==> config.mk <==
export PLATFORM = sky130hd
export DESIGN_NAME = mig_seq_evaluator_flat
export DESIGN_NICKNAME = d
export VERILOG_FILES = /design/src/rtl/mig_seq_evaluator_if.sv /design/src/rtl/mig_seq_evaluator.sv /design/src/flat_wrapper.sv
export SDC_FILE = /design/constraint.sdc
export NUM_CORES = 1
export LEC_CHECK = 0
export CAP_MARGIN = 20
export CORE_MARGIN = 2
export CORE_UTILIZATION = 55
export DETAILED_ROUTE_END_ITERATION = 16
export HOLD_SLACK_MARGIN = 0.08
export PLACE_DENSITY = 0.79
export SLEW_MARGIN = 0
export SYNTH_ARGS = -nofsm -noshare
export SYNTH_HDL_FRONTEND = slang
export SYNTH_SLANG_ARGS = --single-unit
export TNS_END_PERCENT = 10
==> constraint.sdc <==
create_clock -name clk -period 4.3 [get_ports clk]
set_input_delay 0.86 -clock clk [delete_from_list [all_inputs] [get_ports clk]]
set_output_delay 0.86 -clock clk [all_outputs]
set_load 0.02 [all_outputs]
==> src/rtl/mig_seq_evaluator_if.sv <==
// Handshake and program-load bundle for the sequential MIG evaluator.
// The master drives programs and requests; the slave (evaluator) answers.
interface mig_seq_evaluator_if #(
  parameter int unsigned NUM_INPUTS = 7,
  parameter int unsigned MAX_NODES  = 16
);
  localparam int unsigned SRC_W = $clog2(1 + NUM_INPUTS + MAX_NODES);
  localparam int unsigned OP_W  = SRC_W + 1;
  localparam int unsigned IW    = 3 * OP_W;
  localparam int unsigned AW    = $clog2(MAX_NODES);

  logic                  prog_we;
  logic [AW-1:0]         prog_addr;
  logic [IW-1:0]         prog_data;
  logic                  prog_drop;
  logic                  in_valid;
  logic                  in_ready;
  logic [NUM_INPUTS-1:0] in_x;
  logic [AW:0]           in_nodes;
  logic                  out_valid;
  logic                  out_ready;
  logic                  out_value;
  logic                  out_err;
  logic                  busy;

  modport master (
    output prog_we, prog_addr, prog_data, in_valid, in_x, in_nodes, out_ready,
    input  prog_drop, in_ready, out_valid, out_value, out_err, busy
  );

  modport slave (
    input  prog_we, prog_addr, prog_data, in_valid, in_x, in_nodes, out_ready,
    output prog_drop, in_ready, out_valid, out_value, out_err, busy
  );
endinterface

==> src/rtl/mig_seq_evaluator.sv <==
// Sequential MIG evaluator: one MAJ3 unit stepped through a programmable node list,
// one node per cycle, result of node N-1 returned over a valid/ready pair.
module mig_seq_evaluator #(
  parameter int unsigned NUM_INPUTS = 7,
  parameter int unsigned MAX_NODES  = 16
) (
  input logic              clk,
  input logic              rst_n,
  mig_seq_evaluator_if.slave bus
);
  localparam int unsigned SRC_W     = $clog2(1 + NUM_INPUTS + MAX_NODES);
  localparam int unsigned OP_W      = SRC_W + 1;
  localparam int unsigned IW        = 3 * OP_W;
  localparam int unsigned AW        = $clog2(MAX_NODES);
  localparam int unsigned NUM_SRC   = 2 ** SRC_W;
  localparam int unsigned NODE_BASE = NUM_INPUTS + 1;

  localparam logic [1:0] StIdle = 2'd0;
  localparam logic [1:0] StEval = 2'd1;
  localparam logic [1:0] StDone = 2'd2;

  logic [1:0]            state_q, state_d;
  logic [AW-1:0]         ctr_q, ctr_d;
  logic [AW:0]           n_q, n_d;
  logic [NUM_INPUTS-1:0] x_q, x_d;
  logic                  err_q, err_d;
  logic                  out_valid_q, out_valid_d;
  logic                  out_value_q, out_value_d;
  logic                  out_err_q, out_err_d;
  logic                  prog_drop_q, prog_drop_d;
  logic [IW-1:0]         mem_q [MAX_NODES];
  logic [IW-1:0]         mem_d [MAX_NODES];
  logic                  node_q [MAX_NODES];
  logic                  node_d [MAX_NODES];

  // Flat view of every source code: its value and whether node ctr_q may read it.
  // Unused codes and self/forward node refs stay 0 in src_ok.
  logic [NUM_SRC-1:0] src_val, src_ok;

  always_comb begin
    src_val    = '0;
    src_ok     = '0;
    src_ok[0]  = 1'b1;
    for (int i = 0; i < NUM_INPUTS; i++) begin
      src_val[1 + i] = x_q[i];
      src_ok[1 + i]  = 1'b1;
    end
    for (int j = 0; j < MAX_NODES; j++) begin
      src_val[NODE_BASE + j] = node_q[j];
      src_ok[NODE_BASE + j]  = (AW'(j) < ctr_q);
    end
  end

  logic [IW-1:0]    word;
  logic [OP_W-1:0]  op   [3];
  logic [2:0]       opv;
  logic [2:0]       opbad;
  logic             maj;

  always_comb begin
    word = mem_q[ctr_q];
    for (int k = 0; k < 3; k++) begin
      op[k]    = word[IW-1-k*OP_W -: OP_W];
      opbad[k] = ~src_ok[op[k][SRC_W-1:0]];
      opv[k]   = (src_val[op[k][SRC_W-1:0]] & src_ok[op[k][SRC_W-1:0]]) ^ op[k][OP_W-1];
    end
    maj = (opv[0] & opv[1]) | (opv[0] & opv[2]) | (opv[1] & opv[2]);
  end

  always_comb begin
    state_d     = state_q;
    ctr_d       = ctr_q;
    n_d         = n_q;
    x_d         = x_q;
    err_d       = err_q;
    out_valid_d = out_valid_q;
    out_value_d = out_value_q;
    out_err_d   = out_err_q;
    prog_drop_d = 1'b0;
    mem_d       = mem_q;
    node_d      = node_q;

    if (bus.prog_we) begin
      if (state_q == StIdle) mem_d[bus.prog_addr] = bus.prog_data;
      else                   prog_drop_d = 1'b1;
    end

    case (state_q)
      StIdle: begin
        if (bus.in_valid) begin
          x_d   = bus.in_x;
          n_d   = bus.in_nodes;
          ctr_d = '0;
          err_d = 1'b0;
          if (bus.in_nodes == '0 || bus.in_nodes > (AW + 1)'(MAX_NODES)) begin
            state_d     = StDone;
            err_d       = 1'b1;
            out_valid_d = 1'b1;
            out_value_d = 1'b0;
            out_err_d   = 1'b1;
          end else begin
            state_d = StEval;
          end
        end
      end
      StEval: begin
        node_d[ctr_q] = maj;
        err_d         = err_q | (|opbad);
        ctr_d         = ctr_q + AW'(1);
        if ({1'b0, ctr_q} == n_q - (AW + 1)'(1)) begin
          state_d     = StDone;
          out_valid_d = 1'b1;
          out_value_d = maj;
          out_err_d   = err_q | (|opbad);
        end
      end
      StDone: begin
        if (bus.out_ready) begin
          state_d     = StIdle;
          out_valid_d = 1'b0;
        end
      end
      default: state_d = StIdle;
    endcase
  end

  always_ff @(posedge clk) begin
    if (!rst_n) begin
      state_q     <= StIdle;
      ctr_q       <= '0;
      n_q         <= '0;
      x_q         <= '0;
      err_q       <= 1'b0;
      out_valid_q <= 1'b0;
      out_value_q <= 1'b0;
      out_err_q   <= 1'b0;
      prog_drop_q <= 1'b0;
      mem_q       <= '{default: '0};
      node_q      <= '{default: 1'b0};
    end else begin
      state_q     <= state_d;
      ctr_q       <= ctr_d;
      n_q         <= n_d;
      x_q         <= x_d;
      err_q       <= err_d;
      out_valid_q <= out_valid_d;
      out_value_q <= out_value_d;
      out_err_q   <= out_err_d;
      prog_drop_q <= prog_drop_d;
      mem_q       <= mem_d;
      node_q      <= node_d;
    end
  end

  assign bus.in_ready  = (state_q == StIdle);
  assign bus.busy      = (state_q != StIdle);
  assign bus.out_valid = out_valid_q;
  assign bus.out_value = out_value_q;
  assign bus.out_err   = out_err_q;
  assign bus.prog_drop = prog_drop_q;
endmodule

==> src/flat_wrapper.sv <==
// flat-port wrapper written by rule: the top's interface ports become plain ports
module mig_seq_evaluator_flat 
#(
  parameter int unsigned NUM_INPUTS = 7,
  parameter int unsigned MAX_NODES  = 16
)
  (clk, rst_n, bus_prog_we, bus_prog_addr, bus_prog_data, bus_in_valid, bus_in_x, bus_in_nodes, bus_out_ready, bus_prog_drop, bus_in_ready, bus_out_valid, bus_out_value, bus_out_err, bus_busy);
  mig_seq_evaluator_if #(.NUM_INPUTS(NUM_INPUTS), .MAX_NODES(MAX_NODES)) bus_i ();
  input logic clk;
  input logic rst_n;
  input wire logic [$bits(bus_i.prog_we)-1:0] bus_prog_we;
  input wire logic [$bits(bus_i.prog_addr)-1:0] bus_prog_addr;
  input wire logic [$bits(bus_i.prog_data)-1:0] bus_prog_data;
  input wire logic [$bits(bus_i.in_valid)-1:0] bus_in_valid;
  input wire logic [$bits(bus_i.in_x)-1:0] bus_in_x;
  input wire logic [$bits(bus_i.in_nodes)-1:0] bus_in_nodes;
  input wire logic [$bits(bus_i.out_ready)-1:0] bus_out_ready;
  output wire logic [$bits(bus_i.prog_drop)-1:0] bus_prog_drop;
  output wire logic [$bits(bus_i.in_ready)-1:0] bus_in_ready;
  output wire logic [$bits(bus_i.out_valid)-1:0] bus_out_valid;
  output wire logic [$bits(bus_i.out_value)-1:0] bus_out_value;
  output wire logic [$bits(bus_i.out_err)-1:0] bus_out_err;
  output wire logic [$bits(bus_i.busy)-1:0] bus_busy;
  assign bus_i.prog_we = bus_prog_we;
  assign bus_i.prog_addr = bus_prog_addr;
  assign bus_i.prog_data = bus_prog_data;
  assign bus_i.in_valid = bus_in_valid;
  assign bus_i.in_x = bus_in_x;
  assign bus_i.in_nodes = bus_in_nodes;
  assign bus_i.out_ready = bus_out_ready;
  assign bus_prog_drop = bus_i.prog_drop;
  assign bus_in_ready = bus_i.in_ready;
  assign bus_out_valid = bus_i.out_valid;
  assign bus_out_value = bus_i.out_value;
  assign bus_out_err = bus_i.out_err;
  assign bus_busy = bus_i.busy;
  mig_seq_evaluator #(.NUM_INPUTS(NUM_INPUTS), .MAX_NODES(MAX_NODES)) u_core (.clk(clk), .rst_n(rst_n), .bus(bus_i));
endmodule
==> impl_results.html <==
<table>
<tr><th>Metric</th><th>Value</th></tr>
<tr><th colspan="2">Outcome</th></tr>
<tr><td>Outcome</td><td>finished clean</td></tr>
<tr><th colspan="2">Synthesis</th></tr>
<tr><td>Yosys top cell area share</td><td>0.395</td></tr>
<tr><td>Cells after synthesis</td><td>around 1900</td></tr>
<tr><td>Number of flops mapped to enable cells by yosys</td><td>0</td></tr>
<tr><td>Top flip-flop cell by instance count after synthesis</td><td>dfxtp_1</td></tr>
<tr><td>#FFs+latches synth</td><td>327</td></tr>
<tr><td>Number of different library cells in the post-synthesis netlist</td><td>between 80 and 90</td></tr>
<tr><td>Share of flip-flops with an asynchronous set or reset</td><td>0</td></tr>
<tr><td>Largest cells by area after synthesis</td><td>dfxtp_1 (39%), nand2_1 (15%), a21boi_0 (14%)</td></tr>
<tr><td>Yosys warnings</td><td>0</td></tr>
<tr><td>Area of the mapped netlist</td><td>between 0.015 and 0.02 mm²</td></tr>
<tr><td>Seq/Total Area, Yosys</td><td>0.395</td></tr>
<tr><td>Number of nets in the synthesized netlist</td><td>about 2000</td></tr>
<tr><td>Cell type contributing the most total cell area after synthesis</td><td>dfxtp_1</td></tr>
<tr><td>Synthesized area per cell</td><td>roughly 8.5 µm²</td></tr>
<tr><th colspan="2">Floorplan</th></tr>
<tr><td>Total Die Area</td><td>0.0316 mm²</td></tr>
<tr><td>Die width</td><td>178 µm</td></tr>
<tr><td>Top Ports</td><td>45</td></tr>
<tr><td>Total number of placement rows</td><td>63</td></tr>
<tr><td>Standard cell core area</td><td>0.0296 mm²</td></tr>
<tr><td>Starting Density</td><td>0.559</td></tr>
<tr><td>Floorplan die height</td><td>around 180 µm</td></tr>
<tr><th colspan="2">Global route</th></tr>
<tr><td>Vias in the first global route</td><td>14244</td></tr>
<tr><td>Remaining Overflow, GRT</td><td>0</td></tr>
<tr><td>First-pass GRT wire length</td><td>slightly above 80000 µm</td></tr>
<tr><td>Maximum number of pins on one net before global-route repair</td><td>between 100 and 150</td></tr>
<tr><td>Number of antenna violations at the first check in global routing</td><td>0</td></tr>
<tr><td>Overall global routing resource usage</td><td>0.331</td></tr>
<tr><th colspan="2">Clock tree</th></tr>
<tr><td>Total clock sinks</td><td>327</td></tr>
<tr><td>Post-CTS Setup Inserts</td><td>0</td></tr>
<tr><td>Count of instances resized after the clock tree is built</td><td>0</td></tr>
<tr><td>Clock latency on the worst-skew pair</td><td>0.53 ns</td></tr>
<tr><td>Reg clk slew, reported paths</td><td>0.06 ns</td></tr>
<tr><td>Htree depth</td><td>2</td></tr>
<tr><td>Clock buffer depth</td><td>3</td></tr>
<tr><td>Count of hold-fix buffers inserted at cts</td><td>0</td></tr>
<tr><td>Number of buffers created by CTS</td><td>35</td></tr>
<tr><td>TritonCTS clock tree</td><td>done</td></tr>
<tr><td>Root buffer selected by CTS</td><td>clkbuf_16</td></tr>
<tr><th colspan="2">Detailed routing</th></tr>
<tr><td>Total length of routed wires</td><td>52200 µm</td></tr>
<tr><td>Drt initial violations</td><td>roughly 1800</td></tr>
<tr><td>Via count</td><td>14790</td></tr>
<tr><td>Number of detailed-route iterations in the first pass</td><td>8</td></tr>
<tr><td>DRC viols</td><td>0</td></tr>
<tr><td>Via-to-Cell Ratio</td><td>roughly 6.3</td></tr>
<tr><td>Routed length per placed instance</td><td>22.3 µm</td></tr>
<tr><td>Detail Route Antenna Nets</td><td>0</td></tr>
<tr><th colspan="2">Hold path</th></tr>
<tr><td>Worst hold path type</td><td>reg -&gt; reg</td></tr>
<tr><th colspan="2">Flow run</th></tr>
<tr><td>Max-cap violations</td><td>0</td></tr>
<tr><th colspan="2">Power and ir drop</th></tr>
<tr><td>Max rail drop VDD</td><td>0.358 mV</td></tr>
<tr><td>Leakage Power</td><td>5.95 nW</td></tr>
<tr><td>Total power divided by cell area</td><td>368 mW/mm²</td></tr>
<tr><td>Power Total</td><td>0.00677 W</td></tr>
<tr><th colspan="2">Worst setup path</th></tr>
<tr><td>WP data required</td><td>4.76 ns</td></tr>
<tr><td>Startpoint kind of the worst setup timing path</td><td>register</td></tr>
<tr><td>Arrival time of data at the critical path endpoint</td><td>roughly 4.5 ns</td></tr>
<tr><td>Nature of the critical path endpoint</td><td>register</td></tr>
<tr><td>Most common cell type on the critical path</td><td>nor2_1</td></tr>
<tr><td>Dominant delay contributor by cell family on the critical path</td><td>compound AO/OA/AOI/OAI gates</td></tr>
<tr><td>Worst path slowest cell</td><td>a221oi_1</td></tr>
<tr><td>Biggest fanout along the worst timing path</td><td>35</td></tr>
<tr><td>Type of the worst setup path</td><td>reg -&gt; reg</td></tr>
<tr><td>Chain of cells forming the critical path</td><td>buf_12 -&gt; mux4_2 -&gt; a22o_1 -&gt; a221oi_1 -&gt; nor2_1 -&gt; nand2_1 -&gt; o211ai_1 -&gt; a311oi_1 -&gt; nor2_1 -&gt; a21oi_4 -&gt; a32o_1</td></tr>
<tr><td>Largest stage delay on the critical path</td><td>0.69 ns</td></tr>
<tr><td>Number of buffer and inverter instances along the worst setup path</td><td>1</td></tr>
<tr><th colspan="2">STA</th></tr>
<tr><td>Hold Violations, Final</td><td>0</td></tr>
<tr><td>Setup_tns</td><td>0 ns</td></tr>
<tr><td>Share of the clock period used by the worst path</td><td>0.943</td></tr>
<tr><td>Worst clock skew</td><td>0.0166 ns</td></tr>
<tr><td>Fin worst setup slack</td><td>0.246 ns</td></tr>
<tr><td>Endpoints failing setup</td><td>0</td></tr>
<tr><td>Highest Clock Rate</td><td>0.247 GHz</td></tr>
<tr><td>Slew of the pin with the lowest slew margin</td><td>1.11 ns</td></tr>
<tr><td>Worst-case headroom to the max-slew limit</td><td>0.261</td></tr>
<tr><td>RSZ-0062 raised after global routing</td><td>no</td></tr>
<tr><td>Time the worst path needs with I/O delays and setup</td><td>4.05 ns</td></tr>
<tr><td>Max-slew violation count</td><td>0</td></tr>
<tr><th colspan="2">Finish</th></tr>
<tr><td>Post-route cell area</td><td>roughly 0.018 mm²</td></tr>
<tr><td>Total Nets Final</td><td>1964</td></tr>
<tr><td>Antenna fix cells</td><td>0</td></tr>
<tr><td>Layout cell share with drive strength beyond 1</td><td>0.112</td></tr>
<tr><td>Finished Core Util</td><td>0.621</td></tr>
<tr><td>Synthesis-to-layout area growth</td><td>11.0%</td></tr>
<tr><th colspan="2">Placement</th></tr>
<tr><td>HPWL after DPL</td><td>about 35000 µm</td></tr>
<tr><td>Routability congestion estimate from global placement</td><td>between 1 and 1.5</td></tr>
<tr><td>Worst slack at placement</td><td>0.377 ns</td></tr>
<tr><td>Number of I/O port buffers</td><td>44</td></tr>
<tr><td>Placed cell area</td><td>0.0172 mm²</td></tr>
</table>
-- power by group --
group	leakage, nW	internal [W]	total, W	switching [W]
logic	2.73	0.000225	0.000595	0.000370
clock network	0.578	0.00179	0.00307	0.00128
registers	2.64	0.00307	0.00311	0.0000410
total	5.95	0.00509	0.00677	0.00169
-- kinds of logic (layout without fill, tap and decap cells) --
logic type,after synthesis,after routing,synth area share
AND/OR/NAND/NOR,831,831,0.204
AO/OA/AOI/OAI,467,467,0.212
flip-flops,327,327,0.395
buffers and inverters,176,175,0.0481
multiplexers,133,133,0.133
XOR/XNOR,7,7,0.00415
adder cells (fa/ha/maj),6,6,0.00438
-- worst min-delay path, stage by stage, from the launching register on --
cell and delay (ns):
dfxtp_1 0.30, nand2_1 0.05, a21boi_0 0.06
-- cell usage in the layout (no fill, tap or decap), types with 7 or more instances in the layout --
cell type          n
clkdlybuf4s50_1   43
mux4_2            65
clkbuf_8           7
and2_1             9
a22oi_1           11
o21ai_1            9
and3_1             9
clkbuf_1           7
nor2b_1           11
mux2_2            10
a21oi_1           15
clkbuf_16         36
clkinv_2           7
a31oi_1            8
buf_4             51
inv_1             11
nand2_1          680
a22o_1             9
a32o_1            16
mux2i_1           52
a21boi_0         307
dfxtp_1          324
o21ai_0           30
nor2_1            40
nand4_1           13
nand3_1           22
nor3_1            11
-- cells in the mapped netlist, types with 8 or more instances --
master,instances
a21boi_0,307
and2_1,9
nand2_1,680
a21oi_1,15
nor2_1,40
nand4_1,13
clkbuf_1,125
inv_1,11
nand3_1,22
o21ai_0,30
a31oi_1,8
mux2i_1,52
dfxtp_1,327
nor3_1,15
and3_1,9
buf_1,13
mux4_2,65
nor2b_1,11
mux2_2,10
buf_2,8
a32o_1,16
o21ai_1,9
a22oi_1,11
a22o_1,9
-- per-layer routing --
metal  global-route usage  share of wire
met1                0.425           0.39
met2                0.541           0.47
met3               0.0596          0.090
met4                0.157          0.048
met5                    0              0
-- state kept, by name (all words and copies together), names as in the netlist --
name                  cells
u_core.node_q            16
u_core.bus.prog_drop      1
u_core.bus.out_value      1
u_core.ctr_q              4
u_core.state_q            2
u_core.bus.out_err        1
u_core.bus.out_valid      1
u_core.mem_q            288
u_core.err_q              1
u_core.n_q                5
u_core.x_q                7
-- cell type report --
type / instances / area [µm²]
tap: 390 / 488
sequential: 327 / 6560
clock buffer: 50 / 1020
timing repair buffer: 98 / 885
clock inverter: 13 / 138
inverter: 14 / 52.6
fill: 2497 / 11200
multi-input combinational: 1444 / 9260
-- through the flow --
| step | std cells | hold WS (ns) |
|---|---|---|
| finish | 2336 | 0.462 |
| global route | 2336 | 0.484 |
| CTS | 2336 | 0.464 |
| detailed placement | 2273 | 0.455 |
| global placement | 2273 | 0.447 |
| floorplan | 1947 | 0.439 |
-- worst paths after layout --
check / from / to / slack [ns] / cells after the start
max: u_core.ctr_q[0] / u_core.node_q[4] / 0.25 / 11
min: u_core.mem_q[249] / u_core.mem_q[249] / 0.46 / 2
max reg2reg: u_core.ctr_q[0] / u_core.node_q[4] / 0.25 / 11
min reg2reg: u_core.mem_q[249] / u_core.mem_q[249] / 0.46 / 2
Note: power is estimated with default switching activity, not from simulation.
